--- src/rtl/keypad_scanner.sv ---
// 4x4 active-low matrix keypad scanner: 2-flop row synchroniser, column scan,
// press/release debounce, and one registered ready pulse per accepted key.
module keypad_scanner #(
  parameter int SCAN_DIV   = 1000,
  parameter int DEB_CYCLES = 20
) (
  input  logic       Clock,
  input  logic       clearIn,
  input  logic [3:0] rows,
  output logic [3:0] cols,
  output logic [3:0] tecla,
  output logic       ready,
  output logic [1:0] dbg_state_o
);

  localparam int CNT_MAX = (SCAN_DIV > DEB_CYCLES) ? SCAN_DIV : DEB_CYCLES;
  localparam int CW      = $clog2(CNT_MAX + 1);
  localparam logic [CW-1:0] DWELL_LAST = CW'(SCAN_DIV - 1);
  localparam logic [CW-1:0] DEB_LAST   = CW'(DEB_CYCLES - 1);
  localparam logic [CW-1:0] CNT_ONE    = CW'(1);

  typedef enum logic [1:0] {
    S_SCAN     = 2'd0,
    S_DEBOUNCE = 2'd1,
    S_EMIT     = 2'd2,
    S_HOLD     = 2'd3
  } state_t;

  state_t        state_q, state_d;
  logic [3:0]    sync1_q, rs_q;
  logic [1:0]    idx_q, idx_d;
  logic [CW-1:0] cnt_q, cnt_d;
  logic [3:0]    row_q, row_d;
  logic [3:0]    tecla_q, tecla_d;
  logic          ready_q, ready_d;

  function automatic logic single_low(input logic [3:0] pat);
    return pat inside {4'b1110, 4'b1101, 4'b1011, 4'b0111};
  endfunction

  function automatic logic [1:0] row_index(input logic [3:0] pat);
    case (pat)
      4'b1110: return 2'd0;
      4'b1101: return 2'd1;
      4'b1011: return 2'd2;
      default: return 2'd3;
    endcase
  endfunction

  function automatic logic [3:0] key_code(input logic [1:0] r, input logic [1:0] c);
    case ({r, c})
      4'h0: return 4'h1;
      4'h1: return 4'h2;
      4'h2: return 4'h3;
      4'h3: return 4'hC;
      4'h4: return 4'h4;
      4'h5: return 4'h5;
      4'h6: return 4'h6;
      4'h7: return 4'hB;
      4'h8: return 4'h7;
      4'h9: return 4'h8;
      4'hA: return 4'h9;
      4'hB: return 4'hE;
      4'hC: return 4'hF;
      4'hD: return 4'h0;
      4'hE: return 4'hD;
      default: return 4'hA;
    endcase
  endfunction

  always_ff @(posedge Clock or negedge clearIn) begin
    if (!clearIn) begin
      sync1_q <= 4'hF;
      rs_q    <= 4'hF;
      state_q <= S_SCAN;
      idx_q   <= 2'd0;
      cnt_q   <= '0;
      row_q   <= 4'hF;
      tecla_q <= 4'h0;
      ready_q <= 1'b0;
    end else begin
      sync1_q <= rows;
      rs_q    <= sync1_q;
      state_q <= state_d;
      idx_q   <= idx_d;
      cnt_q   <= cnt_d;
      row_q   <= row_d;
      tecla_q <= tecla_d;
      ready_q <= ready_d;
    end
  end

  // One shared counter: dwell time in SCAN, stable-run length in DEBOUNCE/HOLD.
  always_comb begin
    state_d = state_q;
    idx_d   = idx_q;
    cnt_d   = cnt_q;
    row_d   = row_q;
    tecla_d = tecla_q;
    ready_d = 1'b0;
    case (state_q)
      S_SCAN: begin
        if (cnt_q == DWELL_LAST) begin
          cnt_d = '0;
          if (single_low(rs_q)) begin
            row_d   = rs_q;
            state_d = S_DEBOUNCE;
          end else begin
            idx_d = idx_q + 2'd1;
          end
        end else begin
          cnt_d = cnt_q + CNT_ONE;
        end
      end
      S_DEBOUNCE: begin
        if (rs_q == row_q) begin
          if (cnt_q == DEB_LAST) begin
            cnt_d   = '0;
            state_d = S_EMIT;
            ready_d = 1'b1;
            tecla_d = key_code(row_index(row_q), idx_q);
          end else begin
            cnt_d = cnt_q + CNT_ONE;
          end
        end else begin
          cnt_d   = '0;
          state_d = S_SCAN;
          idx_d   = idx_q + 2'd1;
        end
      end
      S_EMIT: begin
        cnt_d   = '0;
        state_d = S_HOLD;
      end
      default: begin
        if (rs_q == 4'hF) begin
          if (cnt_q == DEB_LAST) begin
            cnt_d   = '0;
            state_d = S_SCAN;
            idx_d   = idx_q + 2'd1;
          end else begin
            cnt_d = cnt_q + CNT_ONE;
          end
        end else begin
          cnt_d = '0;
        end
      end
    endcase
  end

  // ready is a one-cycle strobe with no back-pressure: tecla is valid in the
  // ready cycle and holds that value until the next accepted press.
  always_comb begin
    cols        = ~(4'b0001 << idx_q);
    tecla       = tecla_q;
    ready       = ready_q;
    dbg_state_o = state_q;
  end

endmodule

--- config.mk ---
export PLATFORM = sky130hd
export DESIGN_NAME = keypad_scanner
export DESIGN_NICKNAME = d
export VERILOG_FILES = /design/src/rtl/keypad_scanner.sv
export SDC_FILE = /design/constraint.sdc
export NUM_CORES = 1
export LEC_CHECK = 0
export ABC_CLOCK_PERIOD_IN_PS = 2400
export CORE_UTILIZATION = 56
export DETAILED_ROUTE_END_ITERATION = 10
export PLACE_DENSITY = 0.84
export SETUP_SLACK_MARGIN = 0.02
export SLEW_MARGIN = 10
export SYNTH_ARGS = -nofsm -noshare
export SYNTH_HDL_FRONTEND = slang
export SYNTH_SLANG_ARGS = --single-unit
export TNS_END_PERCENT = 100
--- constraint.sdc ---
create_clock -name Clock -period 2.4 [get_ports Clock]
set_clock_uncertainty 0.15 [all_clocks]
set_input_delay 0.48 -clock Clock [delete_from_list [all_inputs] [get_ports Clock]]
set_output_delay 0.48 -clock Clock [all_outputs]
set_load 0.05 [all_outputs]
---- Yosys cells after proc, flatten, opt, wreduce, memory -nomap -nowiden ----
Memory sizes are Yosys's and may differ from the RTL's. A register that Yosys moved wholly into a read port is not among the register bits.
Index checks and enable logic that the tools add are counted.
operators by class
  add/subtract/negate cells ............... 2
  equality and inequality tests ........... 18
  shift operators ......................... 1
  muxes and demuxes ....................... 25
  bitwise gates (word level) .............. 2
  reduce and logical (&&, ||, !) cells .... 11
operators with widths
  operator                                          number
  2-to-1 mux 10 bit                                 4
  one-hot mux 10 bit (3 select lines)               1
  == test 4 bit (second input constant)             7
  2-to-1 mux 2 bit                                  14
  one-hot mux 2 bit (3 select lines)                3
  nonzero test 4 bit                                3
  adder 10 x 1 -> 10 bit (second input constant)    1
  == test 10 bit (second input constant)            1
  == test 10 x 5 -> 1 bit (second input constant)   1
  != test 2 bit (second input constant)             4
  AND reduction 3 bit                               2
  AND reduction 6 bit                               1
  nonzero test 3 bit                                2
  AND reduction 5 bit                               1
  == test 4 x 3 -> 1 bit (second input constant)    1
  == test 4 bit                                     1
  inverter 4 bit                                    1
  left shift 1 x 2 -> 4 bit (first input constant)  1
  2-to-1 mux 1 bit                                  3
  != test 3 bit (second input constant)             1
  adder 2 x 1 -> 2 bit (second input constant)      1
  == test 2 x 1 -> 1 bit (second input constant)    1
  == test 2 bit (second input constant)             1
  zero test 2 bit                                   1
  2 further kinds                                   2
storage, ports and cells
  flip-flop bits (word level) ............. 27
  bits in read-only memories .............. 64
  output and inout bits ................... 11
  logic and storage cells ................. 67
  memories kept ........................... 1
memories
  memory           depth  bits a word  read ports  clocked after Yosys merged registers in  write ports  RTL line  RTL
  (no name shown)  16     4            1           1                                        0            51        case ({r, c})

---- Longest topological paths before layout ----
Gate-level depths: netlist of run 1.
  depth in word-level cells ............... 5
  mapped depth ............................ 7

---- Worst setup path before layout of run 1 ----
No wires, ideal clock.
  path type ............................... register -> register
  start ................................... register row_q[3]
  end ..................................... register tecla_q[1], in the netlist tecla[1]
  arrival time ............................ 1848 ps
  data required time ...................... 2125 ps
  path slack .............................. 277 ps
  cell stages (with the launch flop) ...... 7
  buffers on the path ..................... 1
  clock period less this slack ............ 2123 ps
  path through ............................ dfstp_2 > clkbuf_1 > xor2_1 > nor3_1 > nand3_1 > nor3_2 > mux2_2
on the way
  cells in the longest elaborated chain, start to end .. 5
  elaborated cells between the ends (all ways) .. 9
  classes of those cells .................. 4 x eq/ne; 4 x mux; 1 x reduce/logical
ends and longest elaborated chain
  what                                RTL line  RTL
  start, declared                     33        logic [3:0] row_q, row_d;
  start signal, assigned              87        row_q <= row_d;
  == test 4 bit                       42        case (pat)
  one-hot mux 2 bit (3 select lines)  42
  2-to-1 mux 2 bit                    117       if (cnt_q == DEB_LAST) begin
  2-to-1 mux 2 bit                    116       if (rs_q == row_q) begin
  2-to-1 mux 2 bit                    101       case (state_q)
  end, declared                       34        logic [3:0] tecla_q, tecla_d;
Parallel ways exist; a longest one is shown, timed or not. The select of a mux whose other input is x is not followed.
A chain may end at the register's enable or synchronous reset.

---- Final worst setup path of run 1 ----
  start ................................... register state_q[0], in the netlist dbg_state_o[0]
  end ..................................... output dbg_state_o[0]
RTL lines
  what                    RTL line  RTL
  start, declared         29        state_t state_q, state_d;
  start signal, assigned  84        state_q <= state_d;
  end, declared           13        output logic [1:0] dbg_state_o
No word-level cell between the ends.

==> results of run 1 <==
-- synthesized netlist by cell type, types with 3 or more instances --
library cell	n
clkbuf_1	3
nand4_1	3
and3_1	7
mux2i_1	3
nor2_1	15
a21oi_1	4
xnor2_1	7
dfstp_2	12
inv_1	11
dfrtp_1	19
xor2_1	9
ha_1	7
nor3_1	4
mux2_2	5
nand2_1	6
nand3_1	4
mux2_4	3
o21ai_0	3
-- power by group through the flow --
stage | clock network (mW) | logic (mW) | registers, mW
floorplan | 0 | 0.00882 | 0.549
global placement | 0 | 0.0285 | 0.550
detailed placement | 0 | 0.0296 | 0.551
CTS | 0.300 | 0.0297 | 0.541
global route | 0.316 | 0.0334 | 0.543
finish | 0.283 | 0.0289 | 0.541
-- state kept, by name, indices dropped and copies added, names as in the netlist --
signal       cells
tecla            4
cnt_q           10
idx_q            2
rs_q             4
dbg_state_o      2
sync1_q          4
ready            1
row_q            4
-- path summary, 6_finish.rpt --
check                               startpoint              to
worst max-delay path            dbg_state_o[0]  dbg_state_o[0]
worst min-delay path                sync1_q[0]         rs_q[0]
worst max register to register        row_q[1]        tecla[3]
worst min register to register      sync1_q[0]         rs_q[0]
max in group asynchronous              clearIn         rs_q[0]
min in group asynchronous              clearIn        tecla[1]
-- layer usage --
layer	track usage	share of wire	up-vias
li1	-	-	561
met1	0.251	0.42	549
met2	0.380	0.53	25
met3	0.0622	0.037	4
met4	0.0941	0.013	0
met5	0	0	-
-- stage by stage --
stage / std cells / worst slack (ns)
global placement: 195 / 0.252
detailed placement: 195 / 0.194
global route: 203 / 0.0277
finish: 203 / 0.106
floorplan: 152 / 0.277
CTS: 203 / 0.0913
-- kinds of logic after synthesis --
kind of cell | after synthesis | share of synthesized area
buffers and inverters | 17 | 0.0445
AOI/OAI and AO/OA | 16 | 0.0701
adders and majority gates | 7 | 0.0527
DFF | 31 | 0.476
xor gates and xnor gates | 16 | 0.0844
and+or+nand+nor | 53 | 0.179
muxes | 12 | 0.0927
-- layout make-up --
| cell class | instances | area, um2 |
|---|---|---|
| Tap cell | 31 | 38.8 |
| Clock inverter | 2 | 12.5 |
| Fill cell | 218 | 896 |
| Multi-Input combinational cell | 104 | 796 |
| Clock buffer | 6 | 41.3 |
| Sequential cell | 31 | 791 |
| Inverter | 11 | 41.3 |
| Timing Repair Buffer | 18 | 165 |
==> summary.md, run 1 <==
| Metric | Value |
|---|---|
| Status | `completed` |
| N_diodes | `0` |
| Vias in the first global route | `1162` |
| Routed Wire Length | `between 2000 and 3000 um` |
| TritonCTS clock tree | `built` |
| Ys Warns | `0` |
| Most frequent cells in the layout | `19 x dfrtp_1, 15 x nor2_1, 12 x clkdlybuf4s50_1, 12 x dfstp_2, 11 x inv_1` |
| Pre-Repair DR Iteration Count | `4` |
| Setup TNS | `0 ns` |
| Area delta synth->final | `13.6%` |
| Largest cells by area after synthesis | `dfrtp_1 29%, dfstp_2 19%, ha_1 5.3%, xor2_1 4.7%, xnor2_1 3.7%` |
| CTS buffer count | `5` |
| Worst R2R Setup Slack | `around 0.18 ns` |
| Final ANT Viol Nets | `0` |
| WP buf/inv | `1` |
| DP HPWL | `2200 um` |
| Power Density | `453 mW/mm2` |
| Yosys top cell by area | `dfrtp_1` |
| Register area share after synthesis | `0.476` |
| Final instance area | `approximately 0.0019 mm2` |
| Post-CTS sizing | `0` |
| Root buf cell | `clkbuf_4` |
| Total global-route track usage | `0.219` |
| Hold Crit Class | `reg2reg` |
| Die height | `roughly 56 um` |
| Die footprint | `around 0.0032 mm2` |
| Worst skew pair latency | `~0.33 ns` |
| GR Overflow Total | `0` |
| Largest net degree at the start of global routing | `32` |
| CP peak stage delay | `roughly 0.85 ns` |
| Final RePlAce weighted congestion | `~0.78` |
| Initial Util | `0.597` |
| Cell-internal power | `0.661 mW` |
| Slew headroom | `0.671` |
| Clock transition at path regs | `roughly 0.090 ns` |
| Setup repair after global routing missed its margin | `false` |
| Synth Instances | `152` |
| Global-route wire length before repair | `a little over 5000 um` |
| Placed cell area | `0.00183 mm2` |
| Ys flop type | `dfrtp_1` |
| Vias per inst | `between 5 and 6` |
| Initial antenna violation count | `0` |
| Final hold vios | `0` |
| Final Setup Violations | `0` |
| Power Total | `about 0.85 mW` |
| Crit path capture type | `output port` |
| Hold Crit Depth | `0` |
| Drt drc | `0` |
| Hold_ws | `approximately 0.21 ns` |
| Worst-Margin Slew | `0.492 ns` |
| Critical path data arrival time | `roughly 1.7 ns` |
| Core Util, Final | `0.678` |
| R2R depth | `5` |
| Flop pwr share | `0.634` |
| Tmin final | `2.29 ns` |
| Htree depth | `2` |
| Switching power | `0.193 mW` |
| Net Sw Frac | `0.226` |
| Nets | `184` |
| Critical path's slowest cell | `clkdlybuf4s50_1` |
| Leak | `between 0.8 and 0.9 nW` |
| Die extent in x | `approximately 56 um` |
| Post-DR wirelength/cell | `~14 um` |
| I/O pin total | `17` |
| Post-CTS setup buffers | `0` |
| Via count | `between 1000 and 1500` |
| # Max-Cap Violations | `0` |
| Crit Path Max Fanout | `8` |
| #FFs+latches synth | `31` |
| Leading cell type in the layout, fill and taps excluded | `dfrtp_1` |
| Tcrit/Tclk final | `0.956` |
| Synthesized area | `about 0.0017 mm2` |
| Post-Syn Area per Cell | `roughly 11 um2` |
| Hold buffer count at CTS | `0` |
| Critical path depth in cells | `1` |
| EDFF count, synth | `0` |
| Syn Nets | `roughly 170` |
| Ys async rst share | `1.00` |
| Critical Setup Path Class | `reg2out` |
| Port bufs | `16` |
| Synth top area share | `0.286` |
| Layout cells sized above 1 | `0.221` |
| Fmax | `roughly 440 MHz` |
| Cell variety after synth | `41` |
| Worst VDD drop | `between 0.0003 and 0.0004 V` |
| Startpoint types | `flip-flop` |
| Core area | `0.00278 mm2` |
| DR iter-0 viols | `28` |
| Clk pwr share | `0.332` |
| CP required | `1.77 ns` |
| Clk sink count | `31` |
| Comb power frac | `0.034` |
| CTS Buffer Depth | `2` |
| Delay-heaviest family, CP | `buffers and inverters` |
| Max-slew violation count | `0` |
| Num rows | `19` |
| Crit-path cells | `clkdlybuf4s50_1` |
No activity file was read; power rests on OpenSTA's default activity.
==> inputs of run 2 (changes only) <==
--- a/config.mk
+++ b/config.mk
@@ -9,6 +9,7 @@
 export CORE_UTILIZATION = 56
 export DETAILED_ROUTE_END_ITERATION = 10
 export PLACE_DENSITY = 0.84
+export RECOVER_POWER = 50
 export SETUP_SLACK_MARGIN = 0.02
 export SLEW_MARGIN = 10
 export SYNTH_ARGS = -nofsm -noshare
==> summary.md, run 2 (same netlist as run 1, synthesis figures left out) <==
| Metric | Value |
|---|---|
| Status | `completed` |
| Max-slew violation count | `0 (unchanged)` |
| Die footprint | `0.00319 mm2 (unchanged)` |
| Drt drc | `0 (unchanged)` |
| DR iter-0 viols | `28 (unchanged)` |
| Nets | `184 (unchanged)` |
| Critical path's slowest cell | `clkdlybuf4s50_1` |
| Pre-CTS setup slack | `0.194 ns (unchanged)` |
| Delay-heaviest family, CP | `buffers and inverters` |
| Crit Path Max Fanout | `8 (unchanged)` |
| DP HPWL | `2200 um (unchanged)` |
| Root buf cell | `clkbuf_4` |
| Crit path capture type | `output port` |
| Startpoint types | `flip-flop` |
| CTS Buffer Depth | `2 (unchanged)` |
| Most frequent cells in the layout | `19 x dfrtp_1, 15 x nor2_1, 12 x dfstp_2` |
| Critical path data arrival time | `1.67 ns (about the same)` |
| Core area | `0.00278 mm2 (unchanged)` |
| Hold Crit Class | `reg2reg` |
| # Max-Cap Violations | `0 (unchanged)` |
| Worst R2R Setup Slack | `0.18 ns (about the same)` |
| Final hold vios | `0 (unchanged)` |
| TritonCTS clock tree | `built` |
| Inst Count DP | `195 (unchanged)` |
| WP buf/inv | `1 (unchanged)` |
| Crit-path cells | `clkdlybuf4s50_1` |
| Largest net degree at the start of global routing | `32 (unchanged)` |
| Final instance area | `0.00188 mm2 (-0.13%)` |
| Area delta synth->final | `13.4%` |
| Fin worst setup slack | `0.105 ns (-0.00164 ns)` |
| Via count | `1139 (unchanged)` |
| GR Overflow Total | `0 (unchanged)` |
| Clock transition at path regs | `0.09 ns (about the same)` |
| Die extent in x | `56.5 um (unchanged)` |
| CP peak stage delay | `0.85 ns (about the same)` |
| Slew headroom | `0.506 (-0.164)` |
| Initial antenna violation count | `0 (unchanged)` |
| CTS buffer count | `5 (unchanged)` |
| Multi-input gate area | `796 um2 (unchanged)` |
| Setup TNS | `0 ns (unchanged)` |
| Final RePlAce weighted congestion | `0.781 (unchanged)` |
| Final Setup Violations | `0 (unchanged)` |
| Worst VDD drop | `0.000396 V (+0.29%)` |
| CP required | `1.77 ns (about the same)` |
| Core Util, Final | `0.677 (-0.000900)` |
| Num rows | `19 (unchanged)` |
| Vias per inst | `5.61 (unchanged)` |
| Layout Cells excl Fill | `203 (unchanged)` |
| Leak | `0.835 nW (about the same)` |
| Top sig layer | `met4` |
| Htree depth | `2 (unchanged)` |
| Tmin final | `2.30 ns (+0.00164 ns)` |
| Final ANT Viol Nets | `0 (unchanged)` |
| Routed Wire Length | `2910 um (about the same)` |
| Vias in the first global route | `1162 (unchanged)` |
| Pre-Repair DR Iteration Count | `4 (unchanged)` |
| Met2 wire len | `1550 um (-0.13%)` |
| Worst skew pair latency | `0.33 ns (about the same)` |
| Max reg flops | `10 (unchanged)` |
| Fmax | `436 MHz (about the same)` |
| Port bufs | `16 (unchanged)` |
| Layout cells sized above 1 | `0.221 (unchanged)` |
| M1 WL | `1220 um (about the same)` |
| Leading cell type in the layout, fill and taps excluded | `dfrtp_1` |
| Number of fill cells | `219 (+0.46%)` |
| Placed cell area | `0.00183 mm2 (unchanged)` |
| Met3 wire length | `107 um (unchanged)` |
| Storage element area | `791 um2 (unchanged)` |
| Worst-Margin Slew | `0.740 ns (+0.248 ns)` |
| Post-CTS setup buffers | `0 (unchanged)` |
| Setup repair after global routing missed its margin | `false` |
| Die height | `56.5 um (unchanged)` |
| Initial Util | `0.597 (unchanged)` |
| Hold_ws | `0.210 ns (+0.000208 ns)` |
| Power Total | `0.852 mW (-0.17%)` |
| Post-DR wirelength/cell | `14.4 um (about the same)` |
| Total global-route track usage | `0.219 (unchanged)` |
| Global-route wire length before repair | `5180 um (unchanged)` |
| Post-CTS sizing | `0 (unchanged)` |
| Hold buffer count at CTS | `0 (unchanged)` |
| Power Density | `452 mW/mm2 (about the same)` |
| N_diodes | `0 (unchanged)` |
| I/O pin total | `17 (unchanged)` |
| Tcrit/Tclk final | `0.956 (about the same)` |
| Critical Setup Path Class | `reg2out` |
| Clk sink count | `31 (unchanged)` |
| Largest register by flop count | `cnt_q` |
## run 2: changes by cell type in the layout (fill, tap and decap cells not counted)
cell / before / now
buf_4: 6 / 5
dlygate4sd3_1: 0 / 5
clkbuf_2: 0 / 1
clkdlybuf4s50_1: 12 / 7
## run 2: per-layer routing
metal	vias to the layer above	GRT usage
met1	549	0.251
li1	561	-
met4	0	0.0941
met2	25	0.380
met3	4	0.0622
met5	-	0
## run 2: path summary, 6_finish.rpt
| check | start | end | cells after the start |
|---|---|---|---|
| max | dbg_state_o[0] | dbg_state_o[0] | 1 |
| min | sync1_q[0] | rs_q[0] | 0 |
| max reg2reg | row_q[1] | tecla[3] | 5 |
| min reg2reg | sync1_q[0] | rs_q[0] | 0 |
| max in group asynchronous | clearIn | cnt_q[6] | 2 |
| min in group asynchronous | clearIn | dbg_state_o[0] | 2 |
## run 2: layout make-up
class,instances,share of cell area
flip-flops and latches,31,0.420
repair buffers,18,0.0864
inverters,11,0.0219
clock buffers,6,0.0219
clock inverters,2,0.00664
multi-input cells,104,0.423
well taps,31,0.0206
## run 2: power breakdown
group / switching [mW] / total, mW / internal (mW)
combinational: 0.0159 / 0.0268 / 0.0109
sequential: 0.00650 / 0.541 / 0.535
clock: 0.171 / 0.284 / 0.113
